## src/rtl/alpha68k_pkg.sv

```systemverilog
// Shared definitions for the alpha68k board interrupt logic.
//   IPL_NONE / IPL_VBL / IPL_MCU : default 68000 autovector levels
//   wd_state_t                   : watchdog FSM state encoding (WD_RUN, WD_FIRE)
package alpha68k_pkg;

  localparam logic [2:0] IPL_NONE = 3'd0;
  localparam logic [2:0] IPL_VBL  = 3'd1;
  localparam logic [2:0] IPL_MCU  = 3'd2;

  typedef enum logic {
    WD_RUN  = 1'b0,
    WD_FIRE = 1'b1
  } wd_state_t;

endpackage

```

## src/rtl/m68k_irq_ctrl_rise_edge.sv

```systemverilog
// Rising-edge detector: pulse is high for the one cycle in which d is high
// and was low in the previous cycle.
//   clk   in  system clock
//   reset in  asynchronous active-high reset (history cleared to 0)
//   d     in  level to watch, synchronous to clk
//   pulse out single-cycle rising-edge indication (combinational)
module rise_edge (
  input  logic clk,
  input  logic reset,
  input  logic d,
  output logic pulse
);

  logic d_prev;

  always_ff @(posedge clk or posedge reset) begin
    if (reset) d_prev <= 1'b0;
    else       d_prev <= d;
  end

  assign pulse = d & ~d_prev;

endmodule

```

## src/rtl/m68k_irq_ctrl.sv

```systemverilog
// 68000 interrupt controller for the alpha68k board.
// Latches vblank and MCU interrupt requests, presents the highest pending
// level as an active-low autovector IPL, and runs a frame-counted watchdog
// that emits a fixed-width CPU reset pulse.
//   clk, reset        clock and asynchronous active-high reset
//   vbl, mcu_irq      interrupt request levels (edge-triggered)
//   vbl_int_clr_cs    clears the vblank pending flag on its rising edge
//   cpu_int_clr_cs    clears the MCU pending flag on its rising edge
//   watchdog_clr_cs   refreshes the watchdog on its rising edge
//   m68k_ipl_n        active-low IPL to the CPU
//   vbl_pending       vblank interrupt pending
//   mcu_pending       MCU interrupt pending
//   wd_reset          watchdog reset pulse, WD_RST_CYC cycles wide
module m68k_irq_ctrl
  import alpha68k_pkg::*;
#(
  parameter logic [2:0] VBL_LEVEL  = IPL_VBL,
  parameter logic [2:0] MCU_LEVEL  = IPL_MCU,
  parameter int         WD_FRAMES  = 8,
  parameter int         WD_RST_CYC = 64,
  parameter bit         WD_EN      = 1'b1
) (
  input  logic       clk,
  input  logic       reset,
  input  logic       vbl,
  input  logic       mcu_irq,
  input  logic       vbl_int_clr_cs,
  input  logic       cpu_int_clr_cs,
  input  logic       watchdog_clr_cs,
  output logic [2:0] m68k_ipl_n,
  output logic       vbl_pending,
  output logic       mcu_pending,
  output logic       wd_reset
);

  localparam logic [2:0] BOTH_LEVEL = (VBL_LEVEL > MCU_LEVEL) ? VBL_LEVEL : MCU_LEVEL;
  localparam logic [8:0] FRAMES_LIM = 9'(WD_FRAMES);
  localparam logic [9:0] PULSE_LOAD = 10'(WD_RST_CYC - 1);

  logic vbl_edge, mcu_edge, vbl_clr_edge, mcu_clr_edge, wd_clr_edge;

  rise_edge u_vbl_edge     (.clk(clk), .reset(reset), .d(vbl),             .pulse(vbl_edge));
  rise_edge u_mcu_edge     (.clk(clk), .reset(reset), .d(mcu_irq),         .pulse(mcu_edge));
  rise_edge u_vbl_clr_edge (.clk(clk), .reset(reset), .d(vbl_int_clr_cs),  .pulse(vbl_clr_edge));
  rise_edge u_mcu_clr_edge (.clk(clk), .reset(reset), .d(cpu_int_clr_cs),  .pulse(mcu_clr_edge));
  rise_edge u_wd_clr_edge  (.clk(clk), .reset(reset), .d(watchdog_clr_cs), .pulse(wd_clr_edge));

  // Set has priority over clear so a request arriving in the same cycle as
  // the software acknowledge is not lost.
  always_ff @(posedge clk or posedge reset) begin
    if (reset) begin
      vbl_pending <= 1'b0;
      mcu_pending <= 1'b0;
    end else begin
      if (vbl_edge)          vbl_pending <= 1'b1;
      else if (vbl_clr_edge) vbl_pending <= 1'b0;
      if (mcu_edge)          mcu_pending <= 1'b1;
      else if (mcu_clr_edge) mcu_pending <= 1'b0;
    end
  end

  logic [2:0] level;

  always_comb begin
    level = IPL_NONE;
    if (vbl_pending && mcu_pending) level = BOTH_LEVEL;
    else if (vbl_pending)           level = VBL_LEVEL;
    else if (mcu_pending)           level = MCU_LEVEL;
  end

  always_ff @(posedge clk or posedge reset) begin
    if (reset) m68k_ipl_n <= 3'b111;
    else       m68k_ipl_n <= ~level;
  end

  wd_state_t  state, state_next;
  logic [7:0] frame_cnt, frame_next;
  logic [9:0] pulse_cnt, pulse_next;

  always_ff @(posedge clk or posedge reset) begin
    if (reset) begin
      state     <= WD_RUN;
      frame_cnt <= 8'd0;
      pulse_cnt <= 10'd0;
    end else begin
      state     <= state_next;
      frame_cnt <= frame_next;
      pulse_cnt <= pulse_next;
    end
  end

  // Refresh beats a coincident vblank edge. When disabled the frame counter
  // still runs but saturates at 255 instead of firing.
  always_comb begin
    state_next = state;
    frame_next = frame_cnt;
    pulse_next = pulse_cnt;
    case (state)
      WD_RUN: begin
        if (wd_clr_edge) begin
          frame_next = 8'd0;
        end else if (vbl_edge) begin
          if (WD_EN && ({1'b0, frame_cnt} + 9'd1 >= FRAMES_LIM)) begin
            state_next = WD_FIRE;
            pulse_next = PULSE_LOAD;
            frame_next = 8'd0;
          end else if (frame_cnt != 8'hFF) begin
            frame_next = frame_cnt + 8'd1;
          end
        end
      end
      WD_FIRE: begin
        if (pulse_cnt == 10'd0) state_next = WD_RUN;
        else                    pulse_next = pulse_cnt - 10'd1;
      end
      default: state_next = WD_RUN;
    endcase
  end

  assign wd_reset = (state == WD_FIRE);

endmodule

```

## config.mk

```make
export PLATFORM = sky130hd
export DESIGN_NAME = m68k_irq_ctrl
export DESIGN_NICKNAME = d
export VERILOG_FILES = /design/src/rtl/alpha68k_pkg.sv /design/src/rtl/m68k_irq_ctrl_rise_edge.sv /design/src/rtl/m68k_irq_ctrl.sv
export SDC_FILE = /design/constraint.sdc
export NUM_CORES = 1
export LEC_CHECK = 0
export BUFFER_PORTS_ARGS = -buffer_cell sky130_fd_sc_hd__clkbuf_2
export CORE_MARGIN = 5
export CORE_UTILIZATION = 45
export CTS_CLUSTER_DIAMETER = 200
export DETAILED_ROUTE_END_ITERATION = 16
export GPL_ROUTABILITY_DRIVEN = 1
export SLEW_MARGIN = 40
export SYNTH_ARGS = -nofsm -noshare
export SYNTH_HDL_FRONTEND = slang
export SYNTH_HIERARCHICAL = 1
export SYNTH_SLANG_ARGS = --single-unit
export TNS_END_PERCENT = 100
```

## constraint.sdc

```tcl
create_clock -name clk -period 3.17 [get_ports clk]
set_clock_uncertainty 0.2 [all_clocks]
set_input_delay 0.4755 -clock clk [delete_from_list [all_inputs] [get_ports clk]]
set_output_delay 0.4755 -clock clk [all_outputs]
set_load 0.01 [all_outputs]
```

==> results by group <==
Layout
  – # fillers: 282
  – Area Growth Syn to Fin: 9.47%
  – Final instance area: 0.00150 mm^2
  – Commonest cells after routing, fill and taps aside: dfrtp_1 (26), inv_1 (11), clkbuf_2 (11), nand2_1 (9), nor2_1 (8)
  – Diode count: 0
  – Commonest non-fill, non-tap cell in the layout: dfrtp_1
  – Final net count: 153
  – Share of cells above drive strength 1: 0.197
  – Sequential cell area: 703 um^2
  – Multi-input logic area: 606 um^2

Worst setup path
  – Cell family with most CP delay: simple AND/OR/NAND/NOR gates
  – Flop2flop setup slack: 0.95 ns
  – Critical Path Fanout Max: 3
  – CP bufs+invs: 1
  – CP startpoint kind: register
  – Crit. End Element: register
  – Slowest stage delay, CP: 0.51 ns
  – Crit-path cells: inv_1, ha_1, or4bb_1, a211oi_1, and2b_2, xnor2_1, nor2_1
  – Critical path class: reg2reg
  – Critical Path AT: 2.25 ns
  – CP max stage cell: or4bb_1
  – Req. time, crit path: 3.20 ns

Clock tree
  – Reg clk slew, reported paths: 0.15 ns
  – H-Tree Depth: 1
  – CTS Root Buffer Type: clkbuf_4
  – Hold_buf cts: 1
  – PostCTS Resize Cnt: 0
  – CTS Buffer Depth: 2
  – CTS Buf Count: 3
  – Clock sinks: 28
  – CTS tree: built
  – Skew-Pair Late Insertion Delay: 0.32 ns
  – Postcts setup bufs: 0

Logic synthesis
  – Asr flop ratio synth: 1.00
  – EDFF count, synth: 0
  – Synth Flop Type: dfrtp_1
  – Post-synthesis sequential area ratio: 0.512
  – Area of the mapped netlist: 0.00137 mm^2
  – Synth cell types: 44
  – Post-Synthesis Cells: 129
  – Warnings, synthesis: 6
  – Post-Syn Area per Cell: 10.6 um^2
  – Yosys reg bits: 28
  – Post-synth net total: 139

Floorplan
  – Die ar.: 0.00426 mm^2
  – Starting Density: 0.461
  – Die Width: 65.3 um
  – Ports: 13
  – Core Footprint: 0.00298 mm^2
  – Die extent in y: 65.3 um
  – Row count: 20

Timing
  – Slew Limit Fails: 0
  – Final Critical Period: 2.22 ns
  – Slew headroom: 0.527
  – RSZ-0062 raised after global routing: false
  – Hold Vio Cnt, Final: 0
  – Worst Max-Slew Pin Slew: 0.700 ns
  – Setup TNS: 0 ns
  – Fmax: 0.450 GHz
  – Fin worst setup slack: 0.947 ns
  – Setup-failing EPs final: 0
  – Final period util: 0.701

Detailed routing
  – Drt drc: 0
  – Vias/cell: 5.34
  – Initial DRT Pass Iterations: 4
  – Drt wl/cell: 13.3 um
  – Via count: 935
  – Post-DRT Antenna Nets: 0
  – Initial detailed-routing violation count: 30
  – Routed wire length: 2340 um

Placement
  – Post-Place Setup Slack: 0.961 ns
  – Final estimated routing congestion in global placement: 0.718
  – # port buffers: 11
  – Area of placed instances: 0.00146 mm^2
  – Dpl hpwl: 1690 um

Global route
  – Total track usage: 0.125
  – Number of antenna violations at the first check in global routing: 0
  – Vias in the first global route: 913
  – Gr ovfl total: 0
  – First-pass GRT wire length: 4180 um
  – Largest net degree at the start of global routing: 24

Status
  – Outcome: complete, no violations

Power
  – Power density cells: 555 mW/mm^2
  – Worst VDD drop: 0.188 mV
  – Leakage Power: 0.706 nW

Run
  – MaxCap Viol Count: 0

Worst hold path
  – Hold crit path type: in2reg
## routing by layer
metal  share of wire  wire, um  track usage  up-vias
li1                -         -            -      471
met1            0.46      1070        0.161      451
met2            0.50      1170        0.216       11
met3           0.037        86       0.0222        2
met4          0.0077        18       0.0311        0
met5               0         0            0        -
## cells in the mapped netlist (2+ instances only)
library cell | count | area share
nand3_1 | 3 | 0.011
o21ai_0 | 2 | 0.0073
ha_1 | 3 | 0.027
dfrtp_1 | 26 | 0.47
a211o_1 | 2 | 0.013
nor2b_4 | 5 | 0.050
clkbuf_1 | 2 | 0.0055
a21oi_1 | 3 | 0.011
dfstp_2 | 2 | 0.038
and3_1 | 2 | 0.0091
nor2_1 | 8 | 0.022
and2_1 | 5 | 0.023
nand2_1 | 9 | 0.025
nand2b_1 | 3 | 0.014
inv_1 | 12 | 0.033
nor4_1 | 2 | 0.0091
o41ai_1 | 2 | 0.013
xnor2_1 | 4 | 0.025
nor3_1 | 4 | 0.015
nand4_1 | 3 | 0.014
mux2i_1 | 2 | 0.015
xor2_1 | 2 | 0.013
o21bai_1 | 2 | 0.011
## where the power goes
group	switching [W]	internal, W
combinational	0.0000747	0.0000884
clock	0.0000986	0.0000701
sequential	0.0000770	0.000426
total	0.000250	0.000585
## flip-flops by register name, summed over array words and instances (netlist names)
signal                 count
pulse_cnt                 10
mcu_pending                1
u_mcu_edge/d_prev          1
wd_reset                   1
m68k_ipl_n                 2
vbl_pending                1
u_mcu_clr_edge/d_prev      1
u_vbl_clr_edge/d_prev      1
u_vbl_edge/d_prev          1
u_wd_clr_edge/d_prev       1
frame_cnt                  8
## kinds of logic (layout without fill, tap and decap cells)
kind of cell               count (synthesis)  in the layout  synth area share
and+or+nand+nor                           52             52             0.236
DFF                                       28             28             0.512
AOI/OAI and AO/OA                         21             21             0.122
buffers and inverters                     16             29            0.0474
xor gates and xnor gates                   6              6            0.0383
adders and majority gates                  3              3            0.0273
muxes                                      2              2            0.0146
other                                      1              1           0.00273
## worst paths after layout
path,end,startpoint,depth (start not counted)
max in group asynchronous,m68k_ipl_n[1],reset,3
min in group asynchronous,u_wd_clr_edge/d_prev,reset,3
hold / removal,u_wd_clr_edge/d_prev,watchdog_clr_cs,1
setup reg to reg,pulse_cnt[6],pulse_cnt[0],7
setup / recovery,pulse_cnt[6],pulse_cnt[0],7
hold reg to reg,m68k_ipl_n[1],mcu_pending,1
## worst reg2reg max path: stages, from the launching register on
cell and delay, ns:
dfrtp_1 0.42, inv_1 0.08, ha_1 0.18, or4bb_1 0.51, a211oi_1 0.36, and2b_2 0.21
xnor2_1 0.11, nor2_1 0.05
## stage by stage
step / power, W / cells / utilization / hold WS (ns)
finish: 0.000835 / 175 / 0.505 / 0.0767
global route: 0.000903 / 175 / 0.505 / 0.0400
CTS: 0.000849 / 175 / 0.505 / 0.0536
detailed placement: 0.000675 / 170 / 0.489 / 0.164
global placement: 0.000665 / 170 / 0.489 / 0.153
floorplan: 0.000630 / 129 / - / 0.00421
## layout make-up
class	instances	area share
Sequential cell	28	0.468
Multi-Input combinational cell	85	0.403
Timing Repair Buffer	13	0.0483
Inverter	12	0.0300
Tap cell	33	0.0275
Clock buffer	4	0.0241
No activity file was read; power rests on OpenSTA's default activity.
